[src/rtl/rf_writeback_stage.sv]
// Register-file writeback stage: selects ALU/load/PC+4/immediate data, waits for load data, issues one write per cycle.
// Optional forwarding port enabled by defining WB_BYPASS_EN; otherwise byp_* are tied to 0.
module rf_writeback_stage #(
   parameter int XLEN   = 32,
   parameter int REG_AW = 5
) (
   input  logic              clk,
   input  logic              rst,
   input  logic              in_valid,
   output logic              in_ready,
   input  logic [REG_AW-1:0] rd_addr,
   input  logic [1:0]        wr_src,
   input  logic [XLEN-1:0]   alu_res,
   input  logic [XLEN-1:0]   pc_plus4,
   input  logic [XLEN-1:0]   imm,
   input  logic [2:0]        ld_funct3,
   input  logic [1:0]        ld_off,
   input  logic [31:0]       mem_rdata,
   input  logic              mem_rvalid,
   output logic              rf_we,
   output logic [REG_AW-1:0] rf_waddr,
   output logic [XLEN-1:0]   rf_wdata,
   output logic              byp_valid,
   output logic [REG_AW-1:0] byp_addr,
   output logic [XLEN-1:0]   byp_data
);

   typedef enum logic [1:0] {
      IDLE     = 2'b00,
      WAIT_MEM = 2'b01,
      WRITE    = 2'b10
   } state_t;

   state_t              state_q, state_d;
   logic                in_ready_q, in_ready_d;
   logic                rf_we_q, rf_we_d;
   logic [REG_AW-1:0]   rf_waddr_q, rf_waddr_d;
   logic [XLEN-1:0]     rf_wdata_q, rf_wdata_d;
   logic [REG_AW-1:0]   pend_addr_q, pend_addr_d;
   logic [2:0]          pend_f3_q, pend_f3_d;
   logic [1:0]          pend_off_q, pend_off_d;

   logic                accept_s;
   logic                cap_en_s;
   logic [REG_AW-1:0]   cap_addr_s;
   logic [XLEN-1:0]     cap_data_s;
   logic [XLEN-1:0]     src_data_s;

   function automatic logic [XLEN-1:0] ld_extend(input logic [31:0] w,
                                                 input logic [2:0]  f3,
                                                 input logic [1:0]  off);
      logic [7:0]      b;
      logic [15:0]     h;
      logic [XLEN-1:0] r;
      b = w[{off, 3'b000} +: 8];
      h = off[1] ? w[31:16] : w[15:0];
      r = {XLEN{1'b0}};
      case (f3)
         3'b000: begin
            r = {XLEN{b[7]}};
            r[7:0] = b;
         end
         3'b100: r[7:0] = b;
         3'b001: begin
            r = {XLEN{h[15]}};
            r[15:0] = h;
         end
         3'b101: r[15:0] = h;
         3'b010: begin
            r = {XLEN{w[31]}};
            r[31:0] = w;
         end
         default: r = {XLEN{1'b0}};
      endcase
      return r;
   endfunction

   assign accept_s = in_valid && in_ready_q;

   // non-load source select
   always_comb begin
      src_data_s = alu_res;
      case (wr_src)
         2'b00:   src_data_s = alu_res;
         2'b10:   src_data_s = pc_plus4;
         2'b11:   src_data_s = imm;
         default: src_data_s = alu_res;
      endcase
   end

   // next-state and capture logic
   always_comb begin
      state_d     = state_q;
      pend_addr_d = pend_addr_q;
      pend_f3_d   = pend_f3_q;
      pend_off_d  = pend_off_q;
      cap_en_s    = 1'b0;
      cap_addr_s  = rd_addr;
      cap_data_s  = src_data_s;
      case (state_q)
         IDLE, WRITE: begin
            if (accept_s) begin
               if (wr_src == 2'b01) begin
                  if (mem_rvalid) begin
                     state_d    = WRITE;
                     cap_en_s   = 1'b1;
                     cap_data_s = ld_extend(mem_rdata, ld_funct3, ld_off);
                  end else begin
                     state_d     = WAIT_MEM;
                     pend_addr_d = rd_addr;
                     pend_f3_d   = ld_funct3;
                     pend_off_d  = ld_off;
                  end
               end else begin
                  state_d  = WRITE;
                  cap_en_s = 1'b1;
               end
            end else begin
               state_d = IDLE;
            end
         end
         WAIT_MEM: begin
            if (mem_rvalid) begin
               state_d    = WRITE;
               cap_en_s   = 1'b1;
               cap_addr_s = pend_addr_q;
               cap_data_s = ld_extend(mem_rdata, pend_f3_q, pend_off_q);
            end else begin
               state_d = WAIT_MEM;
            end
         end
         default: state_d = IDLE;
      endcase
   end

   // write port: x0 targets produce no write and leave address/data untouched
   always_comb begin
      rf_we_d    = 1'b0;
      rf_waddr_d = rf_waddr_q;
      rf_wdata_d = rf_wdata_q;
      in_ready_d = (state_d != WAIT_MEM);
      if (cap_en_s && (cap_addr_s != {REG_AW{1'b0}})) begin
         rf_we_d    = 1'b1;
         rf_waddr_d = cap_addr_s;
         rf_wdata_d = cap_data_s;
      end else begin
         rf_we_d = 1'b0;
      end
   end

   // state and output registers
   always_ff @(posedge clk) begin
      if (rst) begin
         state_q     <= IDLE;
         in_ready_q  <= 1'b1;
         rf_we_q     <= 1'b0;
         rf_waddr_q  <= {REG_AW{1'b0}};
         rf_wdata_q  <= {XLEN{1'b0}};
         pend_addr_q <= {REG_AW{1'b0}};
         pend_f3_q   <= 3'b000;
         pend_off_q  <= 2'b00;
      end else begin
         state_q     <= state_d;
         in_ready_q  <= in_ready_d;
         rf_we_q     <= rf_we_d;
         rf_waddr_q  <= rf_waddr_d;
         rf_wdata_q  <= rf_wdata_d;
         pend_addr_q <= pend_addr_d;
         pend_f3_q   <= pend_f3_d;
         pend_off_q  <= pend_off_d;
      end
   end

   assign in_ready = in_ready_q;
   assign rf_we    = rf_we_q;
   assign rf_waddr = rf_waddr_q;
   assign rf_wdata = rf_wdata_q;

`ifdef WB_BYPASS_EN
   // rf_we_q is 0 throughout WAIT_MEM, so decode stalls on a pending load
   assign byp_valid = rf_we_q;
   assign byp_addr  = rf_waddr_q;
   assign byp_data  = rf_wdata_q;
`else
   assign byp_valid = 1'b0;
   assign byp_addr  = {REG_AW{1'b0}};
   assign byp_data  = {XLEN{1'b0}};
`endif

endmodule
[config.mk]
export PLATFORM = sky130hd
export DESIGN_NAME = rf_writeback_stage
export DESIGN_NICKNAME = d
export VERILOG_FILES = /design/src/rtl/rf_writeback_stage.sv
export SDC_FILE = /design/constraint.sdc
export NUM_CORES = 1
export LEC_CHECK = 0
export CAP_MARGIN = 25
export CORE_AREA = 2 2 85 87
export CTS_CLUSTER_SIZE = 8
export DETAILED_ROUTE_END_ITERATION = 8
export DIE_AREA = 0 0 87 89
export DONT_BUFFER_PORTS = 1
export MAX_ROUTING_LAYER = met4
export PLACE_DENSITY = 0.79
export SETUP_SLACK_MARGIN = 0.05
export SKIP_LAST_GASP = 1
export SLEW_MARGIN = 20
export SYNTH_ARGS = -nofsm -noshare
export SYNTH_HDL_FRONTEND = slang
export SYNTH_SLANG_ARGS = --single-unit
[constraint.sdc]
create_clock -name clk -period 2 [get_ports clk]
set_clock_uncertainty 0.05 [all_clocks]
set_input_delay 0.4 -clock clk [delete_from_list [all_inputs] [get_ports clk]]
set_output_delay 0.4 -clock clk [all_outputs]
set_load 0.01 [all_outputs]
==> impl_metrics.py <==
metrics = {
    "status": {
        "outcome": "finished, final reports clean",
    },
    "floorplanning": {
        "die_y_um": 89,
        "die_w_um": 87,
        "coreArea_um2": 6720,
        "initial_utilization_pct": 64.1,
        "die_area_um2": 7740,
        "rows": 30,
        "num_io_pins": 221,
    },
    "clock_network": {
        "h-tree-depth": 2,
        "cts_sinks": 51,
        "tritoncts": "built",
        "clkSlewWorstSetupHoldPaths_ns": 0.10,
        "hold_buffers": 0,
        "clkLatencyLatePin_ns": 0.31,
        "cts_buffer_depth": 2,
        "cts_buffers": 5,
        "cts_root_buf": "clkbuf_8",
    },
    "logic_synthesis": {
        "synthFlopType": "dfxtp_1",
        "ys_async_sr_fraction_pct": 0,
        "ys_types": 57,
        "synthMuxAreaShare_pct": 12.4,
        "synth_area_um2": 4300,
        "synth_compound_area_share_pct": 30.5,
        "synth-simple-area-share_pct": 20.6,
        "yosysWarnings": 0,
        "synth_top_family_by_area": "compound AO/OA/AOI/OAI gates",
        "avgSynthCellArea_um2": 7.62,
        "seq_area_frac_synth_pct": 23.7,
        "synthCells": 565,
        "synth-seq-cells": 51,
        "synth_xor_area_share_pct": 0,
        "synthAdderAreaFrac_pct": 0,
        "synth-edff-count": 0,
    },
    "layout": {
        "antenna_cells": 0,
        "layout_common_cells": "nor2_1, nand2_1, a21oi_1",
        "synthToLayoutAreaGrowth_pct": 5.81,
        "layout.cells.most_common": "nor2_1",
        "layout-drive-gt1-share_pct": 15.0,
        "final_nets": 711,
        "nFillCells": 599,
    },
    "timing": {
        "max_freq_ghz": 0.534,
        "tightest_slew_ns": 0.509,
        "hold_viol_final": 0,
        "setup_ws_ns": 0.127,
        "rsz0062_at_grt": "true",
        "slew_headroom_pct": 66.0,
        "finalCritPeriodShare_pct": 93.7,
        "tns_ns": 0,
        "setup_viol": 0,
        "hold_ws_ns": 0.0882,
        "slew_violations": 0,
        "final.min_clock_period_ns": 1.87,
    },
    "global_route": {
        "grt_pass1_wl_mm": 20.0,
        "grtUsageTotal_pct": 34.8,
        "grt_pass1_vias": 3970,
        "overflow": 0,
        "grtUsageMet3_pct": 7.39,
        "grt-busiest-layer": "met2",
        "grt_use_met2_pct": 62.9,
        "grt_max_degree": 66,
        "grt_antenna_before_repair": 0,
        "gr-usage-met1_pct": 38.2,
    },
    "power": {
        "p_leak_nw": 1.80,
        "powerDensity_nw_per_um2": 554,
        "peakVddDrop_mv": 0.340,
    },
    "worst_hold_path": {
        "min_path_type": "input port to flip-flop",
        "holdPathStages": 1,
        "min_to": "pend_f3_q[0]",
        "min_from": "rst",
    },
    "detailed_routing": {
        "drtPass1Iterations": 6,
        "drtIter0Drc": 474,
        "via_per_inst": 6.71,
        "routed_wl_mm": 13.8,
        "wire_per_inst_um": 21.3,
        "num_vias": 4340,
        "route.detailed.drc": 0,
        "antenna_left": 0,
    },
    "placement": {
        "hpwl_mm": 10.4,
        "pre_cts_slack_ns": -0.0634,
        "place_congestion": 0.998,
        "io_buffer_count": 0,
    },
    "job": {
        "max_cap_viol_count": 0,
    },
    "worst_setup_path": {
        "worstPathCellList": "buf_6 -> and2b_2 -> o32ai_4 -> a22o_1 -> o21ai_0 -> a311oi_1",
        "r2r-end": "rf_wdata[1]",
        "regToRegStartpoint": "pend_f3_q[0]",
        "cpPeakStageDelay_ns": 0.43,
        "worst_setup_path_start_kind": "flip-flop",
        "rrSetupSlack_ns": 0.13,
        "cp_data_arrival_time_ns": 2.05,
        "end_kind": "flip-flop",
        "crit_fanout": 9,
        "crit_type": "flip-flop to flip-flop",
        "cpMaxStageDelayCell": "o32ai_4",
        "worst-r2r-cell-count": 6,
        "required_ns": 2.18,
    },
}
==> kinds of logic after synthesis <==
kind of cell	Yosys count
buffers and inverters	88
AOI/OAI and AO/OA	178
other	1
DFF	51
muxes	53
and+or+nand+nor	194
==> synth_stat cells, types with 2 or more instances <==
cell type / number / area share [%]
nor3_2: 2 / 0.47
buf_1: 2 / 0.17
a311oi_1: 9 / 1.8
a221oi_1: 3 / 0.61
o211a_1: 2 / 0.47
o21ai_0: 22 / 2.6
a21oi_1: 55 / 6.4
nor3_1: 12 / 1.4
a22oi_1: 17 / 3.0
buf_6: 4 / 1.0
nand3_1: 16 / 1.9
a22o_1: 5 / 1.0
buf_4: 41 / 7.2
nor2b_1: 5 / 0.73
o32ai_2: 2 / 0.76
dfxtp_1: 51 / 24
and3b_1: 2 / 0.41
nand2_1: 60 / 5.2
mux2i_1: 50 / 12
o21bai_1: 2 / 0.35
a211oi_1: 18 / 3.1
nand2b_1: 5 / 0.73
mux2_2: 3 / 0.78
or3_1: 4 / 0.58
o211ai_1: 2 / 0.35
nor3b_2: 2 / 0.58
clkbuf_1: 11 / 0.96
a221o_1: 3 / 0.70
nor2_1: 77 / 6.7
inv_1: 6 / 0.52
a211o_1: 2 / 0.41
buf_2: 24 / 2.8
a222oi_1: 8 / 1.9
a211oi_2: 12 / 3.5
a2111oi_0: 3 / 0.61
o221ai_1: 2 / 0.41
==> final cells by class <==
| class | count | area (um2) | area share (%) |
|---|---|---|---|
| multi-input cells | 463 | 2950 | 64.8 |
| flip-flops and latches | 51 | 1020 | 22.4 |
| repair buffers | 40 | 354 | 7.77 |
| well taps | 80 | 100 | 2.20 |
| clock buffers | 5 | 68.8 | 1.51 |
| clock inverters | 2 | 37.5 | 0.824 |
| inverters | 6 | 22.5 | 0.495 |
==> registers in the layout, summed over array words and instances, names as in the netlist <==
register	flops
rf_waddr	5
pend_addr_q	5
state_q	2
rf_wdata	32
rf_we	1
pend_off_q	2
pend_f3_q	3
in_ready	1
==> critical path: cells and delay by family (launching register included) <==
family,cells,cell delay [ns]
AOI/OAI and AO/OA,4,0.98
buffers and inverters,1,0.14
DFF,1,0.37
and+or+nand+nor,1,0.24
==> power by group <==
part,switching [mW],leakage (nW),internal (mW)
Clock,0.362,0.0502,0.366
Combinational,0.324,1.33,0.282
Sequential,0.0946,0.421,1.09
Total,0.780,1.80,1.74
==> worst max-delay path by stage <==
| stage | from | end | slack (ns) | cells after the start |
|---|---|---|---|---|
| 2_1_floorplan | ld_off[1] | rf_wdata[17] | 0.17 | 7 |
| 3_3_place_gp | pend_off_q[1] | rf_wdata[24] | -0.37 | 5 |
| 3_5_place_dp | pend_off_q[1] | rf_wdata[24] | -0.06 | 5 |
| 4_1_cts | pend_f3_q[1] | rf_wdata[2] | 0.08 | 7 |
| 5_1_grt | pend_off_q[1] | rf_wdata[25] | 0.05 | 6 |
| 6_report | pend_f3_q[0] | rf_wdata[1] | 0.13 | 6 |
==> routing by layer <==
metal / vias up / share of wire [%]
met3: 25 / 9.3
met5: - / 0
met4: 0 / 2.3
li1: 2000 / -
met1: 2043 / 36
met2: 272 / 52
==> metrics by stage <==
step | power, mW | cells | util (%) | instance area [um2]
4_1_cts | 2.51 | 647 | 66.9 | 4500
3_3_place_gp | 1.78 | 639 | 64.8 | 4350
3_5_place_dp | 1.79 | 639 | 64.9 | 4360
5_1_grt | 2.62 | 647 | 67.8 | 4550
6_report | 2.52 | 647 | 67.8 | 4550
2_1_floorplan | 1.76 | 602 | - | 4440
==> timing repair <==
action / CTS / global route
setup endpoints to repair: 21 / 14
setup buffers: 1 / 0
pin swaps: 1 / 4
gates resized for setup: 1 / 13
Power figures use the tool's default switching activity.
